`src/rtl/serial_tx_framer_pkg.sv`:
```
// Shared definitions for the serial transmit framer: FSM state encoding,
// line levels and the frame parity helper.
package serial_tx_framer_pkg;

  typedef enum logic [2:0] {
    ST_IDLE   = 3'd0,
    ST_START  = 3'd1,
    ST_DATA   = 3'd2,
    ST_PARITY = 3'd3,
    ST_STOP   = 3'd4
  } tx_state_e;

  localparam logic IDLE_LVL  = 1'b1;
  localparam logic START_LVL = 1'b0;

  localparam int unsigned MAX_DATA_W = 16;

  // Payload is zero-extended by the caller, so the pad bits do not disturb the XOR.
  function automatic logic frame_parity(input logic [MAX_DATA_W-1:0] data, input logic odd);
    return (^data) ^ odd;
  endfunction

endpackage

```
`src/rtl/serial_tx_framer_bit_timer.sv`:
```
// Bit-period timer: counts CLKS_PER_BIT cycles and flags the terminal count.
// Held at zero while clr_i is asserted so every bit period starts aligned.
module tx_bit_timer
  import serial_tx_framer_pkg::*;
#(
  parameter int unsigned CLKS_PER_BIT = 4
) (
  input  logic clk_i,
  input  logic rst_i,
  input  logic clr_i,
  output logic bit_tick_o
);

  localparam int unsigned CW = $clog2(CLKS_PER_BIT > 1 ? CLKS_PER_BIT : 2);
  localparam logic [CW-1:0] TERM = CW'(CLKS_PER_BIT - 1);

  logic [CW-1:0] cnt_q, cnt_d;

  assign bit_tick_o = (cnt_q == TERM);

  always_comb begin
    cnt_d = cnt_q;
    if (clr_i || bit_tick_o) begin
      cnt_d = '0;
    end else begin
      cnt_d = cnt_q + CW'(1);
    end
  end

  always_ff @(posedge clk_i) begin
    if (rst_i) begin
      cnt_q <= '0;
    end else begin
      cnt_q <= cnt_d;
    end
  end

endmodule

```
`src/rtl/serial_tx_framer.sv`:
```
// Parallel-to-serial frame transmitter: start bit, DATA_W data bits LSB-first,
// optional parity bit, one stop bit, with a registered idle-high output line.
module serial_tx_framer
  import serial_tx_framer_pkg::*;
#(
  parameter int unsigned DATA_W       = 8,
  parameter int unsigned CLKS_PER_BIT = 4,
  parameter int unsigned PARITY_EN    = 1,
  parameter int unsigned PARITY_ODD   = 0
) (
  input  logic              clk,
  input  logic              rst,
  input  logic [DATA_W-1:0] tx_data,
  input  logic              tx_valid,
  output logic              tx_ready,
  output logic              txd,
  output logic              tx_busy,
  output logic              tx_done
);

  localparam int unsigned BW = $clog2(DATA_W + 1);
  localparam logic [BW-1:0] LAST_BIT = BW'(DATA_W - 1);

  tx_state_e         state_q, state_d;
  logic [DATA_W-1:0] shift_q, shift_d;
  logic [BW-1:0]     bit_q, bit_d;
  logic              par_q, par_d;
  logic              txd_q, txd_d;
  logic              bit_tick;
  logic              timer_clr;
  logic              accept;

  assign timer_clr = (state_q == ST_IDLE);
  assign accept    = tx_valid & tx_ready;

  tx_bit_timer #(
    .CLKS_PER_BIT(CLKS_PER_BIT)
  ) u_bit_timer (
    .clk_i     (clk),
    .rst_i     (rst),
    .clr_i     (timer_clr),
    .bit_tick_o(bit_tick)
  );

  always_ff @(posedge clk) begin
    if (rst) begin
      state_q <= ST_IDLE;
      shift_q <= '0;
      bit_q   <= '0;
      par_q   <= 1'b0;
      txd_q   <= IDLE_LVL;
    end else begin
      state_q <= state_d;
      shift_q <= shift_d;
      bit_q   <= bit_d;
      par_q   <= par_d;
      txd_q   <= txd_d;
    end
  end

  always_comb begin
    state_d = state_q;
    unique case (state_q)
      ST_IDLE:   if (accept) state_d = ST_START;
      ST_START:  if (bit_tick) state_d = ST_DATA;
      ST_DATA:   if (bit_tick && bit_q == LAST_BIT) state_d = (PARITY_EN != 0) ? ST_PARITY : ST_STOP;
      ST_PARITY: if (bit_tick) state_d = ST_STOP;
      ST_STOP:   if (bit_tick) state_d = accept ? ST_START : ST_IDLE;
      default:   state_d = ST_IDLE;
    endcase
  end

  always_comb begin
    shift_d = shift_q;
    bit_d   = bit_q;
    par_d   = par_q;
    if (accept) begin
      shift_d = tx_data;
      par_d   = frame_parity(MAX_DATA_W'(tx_data), PARITY_ODD != 0);
    end else if (state_q == ST_DATA && bit_tick) begin
      shift_d = shift_q >> 1;
      bit_d   = (bit_q == LAST_BIT) ? '0 : bit_q + BW'(1);
    end
  end

  // The line level is decoded from the next state so txd comes straight off a flop.
  always_comb begin
    txd_d = IDLE_LVL;
    unique case (state_d)
      ST_IDLE:   txd_d = IDLE_LVL;
      ST_START:  txd_d = START_LVL;
      ST_DATA:   txd_d = shift_d[0];
      ST_PARITY: txd_d = par_d;
      ST_STOP:   txd_d = IDLE_LVL;
      default:   txd_d = IDLE_LVL;
    endcase
  end

  always_comb begin
    tx_ready = (state_q == ST_IDLE) || (state_q == ST_STOP && bit_tick);
    tx_done  = (state_q == ST_STOP) && bit_tick;
    tx_busy  = (state_q != ST_IDLE);
    txd      = txd_q;
  end

endmodule

```
`config.mk`:
```
export PLATFORM = sky130hd
export DESIGN_NAME = serial_tx_framer
export DESIGN_NICKNAME = d
export VERILOG_FILES = /design/src/rtl/serial_tx_framer_pkg.sv /design/src/rtl/serial_tx_framer_bit_timer.sv /design/src/rtl/serial_tx_framer.sv
export SDC_FILE = /design/constraint.sdc
export NUM_CORES = 1
export LEC_CHECK = 0
export CAP_MARGIN = 20
export CORE_UTILIZATION = 51
export CTS_CLUSTER_SIZE = 10
export DETAILED_ROUTE_END_ITERATION = 10
export PLACE_DENSITY = 0.87
export SLEW_MARGIN = 25
export SYNTH_ARGS = -nofsm -noshare
export SYNTH_HDL_FRONTEND = slang
export SYNTH_HIERARCHICAL = 1
export SYNTH_SLANG_ARGS = --single-unit
```
`constraint.sdc`:
```
create_clock -name clk -period 2.28 [get_ports clk]
set_clock_uncertainty 0.2 [all_clocks]
set_input_delay 0.684 -clock clk [delete_from_list [all_inputs] [get_ports clk]]
set_output_delay 0.684 -clock clk [all_outputs]
set_load 0.03 [all_outputs]
```
==> results of run 1 <==
==> registers in the layout (all words and copies together), names as in the netlist <==
register           cells
u_bit_timer/cnt_q      2
txd                    1
par_q                  1
shift_q                8
state_q                3
bit_q                  4
==> path summary, 6_finish.rpt <==
check | end | slack, ns | start | cells after the start
worst min register to register | shift_q[1] | 0.26 | shift_q[1] | 2
worst min-delay path | shift_q[1] | 0.26 | shift_q[1] | 2
worst max-delay path | tx_busy | 0.04 | state_q[1] | 2
worst max register to register | txd | 0.32 | u_bit_timer/cnt_q[0] | 5
==> per-stage QoR <==
step	setup TNS [ns]	utilization	cell area, um2
finish	0	0.675	1170
global route	0	0.675	1170
CTS	0	0.670	1160
detailed placement	-0.0139	0.651	1120
global placement	0	0.651	1120
floorplan	0	-	943
==> what timing repair did <==
item                       CTS  global route
setup buffers                0             0
gates cloned                 0             0
resized for setup            3             1
hold buffers                 0             0
setup endpoints to repair    3             1
==> worst register-to-register path, stage by stage, from the launching register on <==
cell	delay, ns
sky130_fd_sc_hd__dfxtp_1	0.36
sky130_fd_sc_hd__ha_4	0.21
sky130_fd_sc_hd__and4bb_2	0.27
sky130_fd_sc_hd__a31oi_1	0.51
sky130_fd_sc_hd__a221oi_2	0.13
sky130_fd_sc_hd__o2111ai_1	0.22
==> per-layer routing <==
| metal | track usage | routed length (um) |
|---|---|---|
| met1 | 0.229 | 801 |
| met5 | 0 | 0 |
| met3 | 0.0320 | 71 |
| met2 | 0.359 | 935 |
| met4 | 0.0970 | 21 |
==> layout make-up <==
class                           count  area share
Timing Repair Buffer               20       0.164
Inverter                            2     0.00644
Sequential cell                    19       0.326
Multi-Input combinational cell     79       0.453
Tap cell                           25      0.0268
Clock buffer                        3      0.0193
Clock inverter                      1     0.00429
==> cell usage after synthesis, drive strengths merged <==
library cell / n
o2111ai: 1
a32o: 1
nand2b: 1
and2: 3
nor4: 2
a21oi: 13
xor2: 1
or2: 1
a221oi: 1
inv: 2
o211ai: 1
nor3: 1
and3: 2
a22oi: 6
dfxtp: 19
a21bo: 1
ha: 2
nor4b: 1
nand4: 1
and4bb: 1
clkbuf: 1
buf: 4
or3: 4
nor2: 5
nor2b: 1
nand2: 16
xnor2: 7
a31o: 1
a31oi: 1
nand3b: 4
==> kinds of logic after synthesis <==
group                      synth area share
DFF                                   0.403
AOI/OAI and AO/OA                     0.187
xor gates and xnor gates             0.0743
adders and majority gates            0.0265
and+or+nand+nor                       0.256
buffers and inverters                0.0530
==> power by group through the flow <==
| stage | clock network (uW) | logic, uW | registers [uW] |
|---|---|---|---|
| 4_1_cts | 174 | 128 | 355 |
| 6_report | 169 | 128 | 356 |
| 3_5_place_dp | 0 | 128 | 363 |
| 3_3_place_gp | 0 | 125 | 362 |
| 2_1_floorplan | 0 | 76.5 | 364 |
| 5_1_grt | 185 | 139 | 357 |
==> impl_metrics.json, run 1 <==
{
  "synthCells": 105,
  "grt_remaining_overflow": 0,
  "finish.net_count": 138,
  "cts_buffers": 3,
  "cts-htree-levels": 1,
  "worstPathCellList": "or3_1, dlygate4sd2_1",
  "gpl.final_weighted_congestion": 0.750,
  "report.final.slew_viol_count": 0,
  "tritoncts_num_sinks": 19,
  "syn2layout_area_growth_pct": 23.6,
  "comb_power_share": 0.196,
  "hold_violations": 0,
  "path_clk_slew_ns": 0.11,
  "post_synth.cell_area_avg_um2": 8.98,
  "start_util": 0.546,
  "power_switching_share": 0.265,
  "detail_route.iter0.violations": 13,
  "die_width_um": 45.0,
  "diodes": 0,
  "postRouteWirelength_um": 1830,
  "cp-end-kind": "output port",
  "drc": 0,
  "max_cap_viol_count": 0,
  "ys_warn_count": 6,
  "routedWlPerCell_um": 12.3,
  "grt_util_all_layers": 0.201,
  "tritoncts": "done",
  "via_per_inst": 5.53,
  "multiInputGateArea_um2": 528,
  "grt_setup_unrepaired": "no",
  "regArea_um2": 380,
  "holdWs_ns": 0.261,
  "min_period_over_period": 0.984,
  "final_antenna_net_count": 0,
  "worst_slew_pin_slew_ns": 0.642,
  "cts-root-buf": "sky130_fd_sc_hd__clkbuf_4",
  "netlist.top_cell.by_area": "sky130_fd_sc_hd__dfxtp_1",
  "dp_slack_ns": -0.0139,
  "ir_worst_vdd_mv": 0.345,
  "setup_ws_ns": 0.0359,
  "yosysTopAreaCellShare": 0.403,
  "post-layout-total-power_uw": 652,
  "vias_in_the_first_global_route": 760,
  "num-fill-cells": 158,
  "achievable-frequency_mhz": 446,
  "vias": 824,
  "critical_path.n_buffers_inverters": 1,
  "synth_nets": 118,
  "hpwl_um": 1430,
  "timing.critical_path.from_type": "register",
  "synthDistinctLibCells": 32,
  "die_ht_um": 45.0,
  "run_status": "finished clean",
  "antenna_found_initial": 0,
  "cts_max_path_buffers": 2,
  "core_um2": 1730,
  "worstHoldPathType": "reg2reg",
  "critPathKind": "reg2out",
  "critical_path_peak_fanout": 2,
  "placement_rows": 15,
  "largest_net_degree_at_the_start_of_global_routing": 13,
  "layout_commonest_cell": "sky130_fd_sc_hd__dfxtp_1",
  "power.net_switching_uw": 173,
  "power.leakage_uw": 0.000430,
  "postSynthRegisterBits": 19,
  "worst_skew_pair.late_latency_ns": 0.29,
  "io_buffer_count": 14,
  "critPathMaxStageDelay_ns": 0.37,
  "timing.critical_path.required_ns": 1.40,
  "netlist_top_cells_area": "sky130_fd_sc_hd__dfxtp_1 (40%), sky130_fd_sc_hd__a21oi_1 (6.9%), sky130_fd_sc_hd__xnor2_1 (6.5%)",
  "crit_path_top_delay_cell": "sky130_fd_sc_hd__or3_1",
  "area_of_the_mapped_netlist_um2": 943,
  "die_ar_um2": 2030,
  "layout.cells.most_common_list": "sky130_fd_sc_hd__dfxtp_1 (19), sky130_fd_sc_hd__nand2_1 (16), sky130_fd_sc_hd__a21oi_1 (13)",
  "pin_count": 15,
  "final_period_minus_worst_setup_slack_ns": 2.24,
  "drt_first_pass_iters": 5,
  "p_per_area_nw_per_um2": 560,
  "dp.cells": 145,
  "global_route_wire_length_before_repair_um": 2990,
  "p_int_uw": 479,
  "arrival_ns": 1.36,
  "timing.slew.headroom": 0.570,
  "sequential_power_share": 0.546,
  "report.final.setup_viol": 0,
  "synth_seq_area_share": 0.403,
  "cp_top_family": "simple AND/OR/NAND/NOR gates",
  "clock_power_share": 0.259,
  "drive_above_1_share": 0.169,
  "finish.cell_count_without_fillers": 149
}
Note: power is estimated with default switching activity, not from simulation.
==> run 2: changes to the inputs <==
Clock period 2.28 ns to 2.5 ns, I/O delays scaled along.
==> run 2 against run 1 <==
  * Total power decreased by 10%
  * Core utilization decreased by 2.4 points
  * Flip-flop and latch count unchanged
  * Sequential power decreased by 8.4%
  * Count of clock-buffer cells in the layout unchanged
  * Clock power decreased by 9%
  * Wire length decreased by 13%
  * Critical path type unchanged
  * Largest cell class unchanged
==> impl_metrics.json, run 2 (same netlist as run 1, synthesis figures left out) <==
{
  "run_status": "finished clean",
  "timing.hold.worst.start": "u_bit_timer/cnt_q[0]",
  "timing.critical_path.from_type": "register",
  "die_ht_um": 45.0,
  "cts.hold.buffers_added": 0,
  "tritoncts_num_sinks": 19,
  "syn2layout_area_growth_pct": 19.2,
  "largest_register_ff_count": 8,
  "diodes": 0,
  "wl_met3_um": 53,
  "p_per_area_nw_per_um2": 522,
  "whs_endpoint": "u_bit_timer/cnt_q[0]",
  "ff2ff_path_depth": 7,
  "grt_util_all_layers": 0.176,
  "origin_of_the_critical_flop_to_flop_path": "u_bit_timer/cnt_q[0]",
  "layout.cells.most_common_list": "sky130_fd_sc_hd__dfxtp_1 (19), sky130_fd_sc_hd__nand2_1 (16), sky130_fd_sc_hd__a21oi_1 (13)",
  "antenna_found_initial": 0,
  "critical_path_peak_fanout": 10,
  "max_cap_viol_count": 0,
  "arrival_ns": 1.44,
  "routed-wl-met2_um": 751,
  "worst_slew_pin_slew_ns": 0.442,
  "final_period_minus_worst_setup_slack_ns": 2.39,
  "die_width_um": 45.0,
  "cts-root-buf": "sky130_fd_sc_hd__clkbuf_4",
  "drive_above_1_share": 0.131,
  "holdPathStages": 1,
  "launching_element_of_the_worst_setup_path": "state_q[0]",
  "multiInputGateArea_um2": 513,
  "regArea_um2": 380,
  "gpl.final_weighted_congestion": 0.743,
  "num-fill-cells": 160,
  "cts.repair_timing.setup_buffer_count": 0,
  "cts_buffers": 3,
  "reg.largest.list": "shift_q: 8 flops, bit_q: 4 flops, state_q: 3 flops",
  "via_per_inst": 5.39,
  "largest_net_degree_at_the_start_of_global_routing": 13,
  "io_buffer_count": 14,
  "cts-htree-levels": 1,
  "rrSetupSlack_ns": 0.48,
  "setup_tns_ns": 0,
  "maxUsedRoutingLayer": "met4",
  "die_ar_um2": 2030,
  "report.final.slew_viol_count": 0,
  "achievable-frequency_mhz": 418,
  "postRouteWirelength_um": 1600,
  "report.final.setup_viol": 0,
  "hpwl_um": 1220,
  "worstHoldPathType": "reg2reg",
  "cp-end-kind": "output port",
  "power.leakage_uw": 0.000419,
  "postCtsResizedCells": 2,
  "start_util": 0.546,
  "final_antenna_net_count": 0,
  "timing.critical_path.required_ns": 1.55,
  "layout_commonest_cell": "sky130_fd_sc_hd__dfxtp_1",
  "grt_remaining_overflow": 0,
  "hold_violations": 0,
  "drt_first_pass_iters": 4,
  "core_um2": 1730,
  "cts_max_path_buffers": 2,
  "vias": 793,
  "post-layout-total-power_uw": 587,
  "routedWlPerCell_um": 10.9,
  "min_period_over_period": 0.956,
  "max_flop_register": "shift_q",
  "tritoncts": "done",
  "vias_in_the_first_global_route": 659,
  "drc": 0,
  "ir_worst_vdd_mv": 0.384,
  "timing.slew.headroom": 0.703,
  "wirelength_met1_um": 767,
  "finish.net_count": 136,
  "path_clk_slew_ns": 0.11,
  "critPathKind": "reg2out",
  "worst_skew_pair.late_latency_ns": 0.30,
  "grt_setup_unrepaired": "no",
  "global_route_wire_length_before_repair_um": 2610,
  "placement_rows": 15,
  "final_util": 0.651,
  "detail_route.iter0.violations": 24,
  "terminus_of_the_critical_flop_to_flop_path": "txd",
  "pin_count": 15
}
## run 2: power by group
| part | switching, uW | total (uW) | leakage [uW] | internal, uW |
|---|---|---|---|---|
| registers | 8.46 | 326 | 0.000155 | 317 |
| clock network | 94.1 | 154 | 0.0000177 | 59.7 |
| logic | 51.2 | 108 | 0.000246 | 56.5 |
## run 2: stage by stage
step | std cells | setup slack, ns | area, um2 | hold WS, ns
finish | 147 | 0.109 | 1120 | 0.239
global route | 147 | 0.0510 | 1120 | 0.267
CTS | 147 | 0.0987 | 1120 | 0.249
detailed placement | 143 | 0.187 | 1100 | 0.233
global placement | 143 | 0.216 | 1100 | 0.217
floorplan | 105 | 0.163 | 943 | 0.208
## run 2: worst max path at each step
stage                     depth (start not counted)        to  slack, ns
after global routing                              3   tx_done       0.05
after floorplan                                   3  tx_ready       0.16
after detailed placement                          4       txd       0.19
final                                             2   tx_busy       0.11
after CTS                                         2   tx_busy        0.1
after global placement                            2   tx_busy       0.22
## run 2: critical path: stages, from the launching register on
cell and delay (ns):
sky130_fd_sc_hd__dfxtp_1 0.40, sky130_fd_sc_hd__or3_1 0.38, sky130_fd_sc_hd__dlygate4sd2_1 0.36
## run 2: per-layer routing
layer,vias to the layer above,track usage
met5,-,0
li1,407,-
met4,0,0.0909
met3,3,0.0240
met1,366,0.209
met2,17,0.307
## run 2: area by class of cell
type                            instances  area share
Multi-Input combinational cell         79       0.456
Sequential cell                        19       0.338
Timing Repair Buffer                   18       0.147
Tap cell                               25      0.0278
Clock buffer                            3      0.0200
Inverter                                2     0.00667
Clock inverter                          1     0.00445
==> run 3: changes to the inputs <==
--- a/config.mk
+++ b/config.mk
@@ -7,8 +7,8 @@
 export LEC_CHECK = 0
 export CAP_MARGIN = 20
-export CORE_UTILIZATION = 51
+export CORE_UTILIZATION = 46
 export CTS_CLUSTER_SIZE = 10
 export DETAILED_ROUTE_END_ITERATION = 10
-export PLACE_DENSITY = 0.87
+export PLACE_DENSITY = 0.84
 export SLEW_MARGIN = 25
 export SYNTH_ARGS = -nofsm -noshare
==> constraint.sdc (replaced) <==
create_clock -name clk -period 1.97 [get_ports clk]
set_clock_uncertainty 0.2 [all_clocks]
set_input_delay 0.591 -clock clk [delete_from_list [all_inputs] [get_ports clk]]
set_output_delay 0.591 -clock clk [all_outputs]
set_load 0.05 [all_outputs]
==> run 3 against run 2 <==
  * The run now ends with negative setup slack left
  * Flip-flop and latch count stayed put
  * Final cell count up 10%
  * Final area increased by 18%
  * Clock power up 30%
  * Global-route usage grew 3.0 points
  * Count of clock-buffer cells in the layout up 1
  * Die area grew 10%
  * Total power is 36% higher
  * Hold slack improved by 0.022 ns
  * Wire length rose by 26%
  * First-iteration DRC count down 67%
  * Combinational power is 75% higher
  * Largest cell class unchanged
  * Largest power group unchanged
==> impl_metrics.json, run 3 (same netlist as run 1, synthesis figures left out) <==
{
  "run_status": "complete, but fails checks",
  "violations": "negative setup slack",
  "worst_slew_pin_slew_ns": 0.453,
  "start_util": 0.486,
  "ir_worst_vdd_mv": 0.522,
  "min_period_over_period": 1.02,
  "worstHoldPathType": "reg2reg",
  "max_flop_register": "shift_q",
  "dp.cells": 150,
  "power_switching_share": 0.271,
  "postRouteWirelength_um": 2020,
  "setup_ws_ns": -0.0391,
  "arrival_ns": 1.22,
  "timing.critical_path.from_type": "register",
  "max_cap_viol_count": 0,
  "vias": 857,
  "critPathKind": "reg2out",
  "worst_skew_pair.late_latency_ns": 0.30,
  "hold_violations": 0,
  "gpl.final_weighted_congestion": 0.797,
  "timing.critical_path.required_ns": 1.18,
  "die_ht_um": 47.3,
  "power.leakage_uw": 0.000499,
  "clock_power_share": 0.249,
  "syn2layout_area_growth_pct": 40.7,
  "p_int_uw": 583,
  "busiest_layer": "met2",
  "layout.cells.most_common_list": "sky130_fd_sc_hd__buf_4 (17), sky130_fd_sc_hd__nand2_1 (16), sky130_fd_sc_hd__dfxtp_1 (14)",
  "comb_power_share": 0.237,
  "hpwl_um": 1360,
  "met1_usage": 0.222,
  "drc": 0,
  "pin_count": 15,
  "achievable-frequency_mhz": 498,
  "largest_register_ff_count": 8,
  "cp-end-kind": "output port",
  "die_ar_um2": 2240,
  "timing.slew.headroom": 0.695,
  "grt_util_all_layers": 0.207,
  "finish.cell_count_without_fillers": 162,
  "diodes": 0,
  "layout_commonest_cell": "sky130_fd_sc_hd__buf_4",
  "num-fill-cells": 157,
  "final_antenna_net_count": 0,
  "routedWlPerCell_um": 12.5,
  "critical_path_peak_fanout": 4,
  "finish.net_count": 149,
  "sequential_power_share": 0.514,
  "detail_route.iter0.violations": 8,
  "core_um2": 1940,
  "final_period_minus_worst_setup_slack_ns": 2.01,
  "met3_usage": 0.0346,
  "tritoncts": "done",
  "power.net_switching_uw": 217,
  "p_per_area_nw_per_um2": 603,
  "tritoncts_num_sinks": 19,
  "io_buffer_count": 14,
  "globalRouteMet2Util": 0.375,
  "cts_max_path_buffers": 2,
  "drt_first_pass_iters": 4,
  "dp_slack_ns": -0.102,
  "path_clk_slew_ns": 0.11,
  "die_width_um": 47.3,
  "via_per_inst": 5.29,
  "cts_buffers": 3,
  "cts-htree-levels": 1,
  "placement_rows": 16,
  "vias_in_the_first_global_route": 757,
  "reg.largest.list": "shift_q: 8 flops, bit_q: 4 flops, state_q: 3 flops",
  "antenna_found_initial": 0,
  "cts-root-buf": "sky130_fd_sc_hd__clkbuf_4",
  "largest_net_degree_at_the_start_of_global_routing": 11,
  "report.final.setup_viol": 2,
  "global_route_wire_length_before_repair_um": 3120,
  "drive_above_1_share": 0.326,
  "grt_remaining_overflow": 0,
  "report.final.slew_viol_count": 0,
  "grt_setup_unrepaired": "yes"
}
run 3: metrics by stage:
step                      area (um2)  total power [uW]  utilization  hold slack, ns  setup TNS, ns
after floorplan                  955               522            -           0.208              0
after global routing            1330               838        0.684           0.279         -0.190
final                           1330               801        0.684           0.262        -0.0729
after CTS                       1320               805        0.678           0.262        -0.0723
after global placement          1180               587        0.608           0.217         -0.330
after detailed placement        1180               592        0.608           0.224         -0.539
run 3: worst max-delay path, cell delays in order, from the launching register on:
cell and delay [ns]:
sky130_fd_sc_hd__dfxtp_4 0.36, sky130_fd_sc_hd__or3_4 0.40, sky130_fd_sc_hd__buf_8 0.16
run 3: path summary, 6_finish.rpt:
kind / start / endpoint / slack, ns / cells past startpoint
min reg2reg: shift_q[1] / shift_q[1] / 0.26 / 2
max: state_q[2] / tx_busy / -0.04 / 2
min: shift_q[1] / shift_q[1] / 0.26 / 2
max reg2reg: u_bit_timer/cnt_q[0] / txd / 0.06 / 6
run 3: power by group through the flow:
stage                     sequential [uW]  combinational (uW)  clock (uW)
final                                 411                 189         200
after global routing                  414                 204         220
after CTS                             411                 186         208
after detailed placement              424                 168           0
after global placement                423                 164           0
after floorplan                       425                96.6           0
run 3: layout make-up:
class,instances,area [um2],area share
tap,27,33.8,0.0254
inverter,2,7.51,0.00566
timing repair buffer,31,303,0.228
sequential,19,394,0.297
multi-input combinational,79,563,0.424
clock buffer,4,26.3,0.0198
run 3: layer usage:
metal	vias to the layer above	routed length, um	part of all wire
li1	437	-	-
met1	399	820	0.41
met2	17	1090	0.54
met3	4	63	0.031
met4	0	42	0.021
met5	-	0	0
run 3: what timing repair did:
action	CTS	global route
setup buffers	8	0
endpoints found under the setup margin	3	4
pin swaps	2	1
hold buffers	0	0
resized for setup	16	3
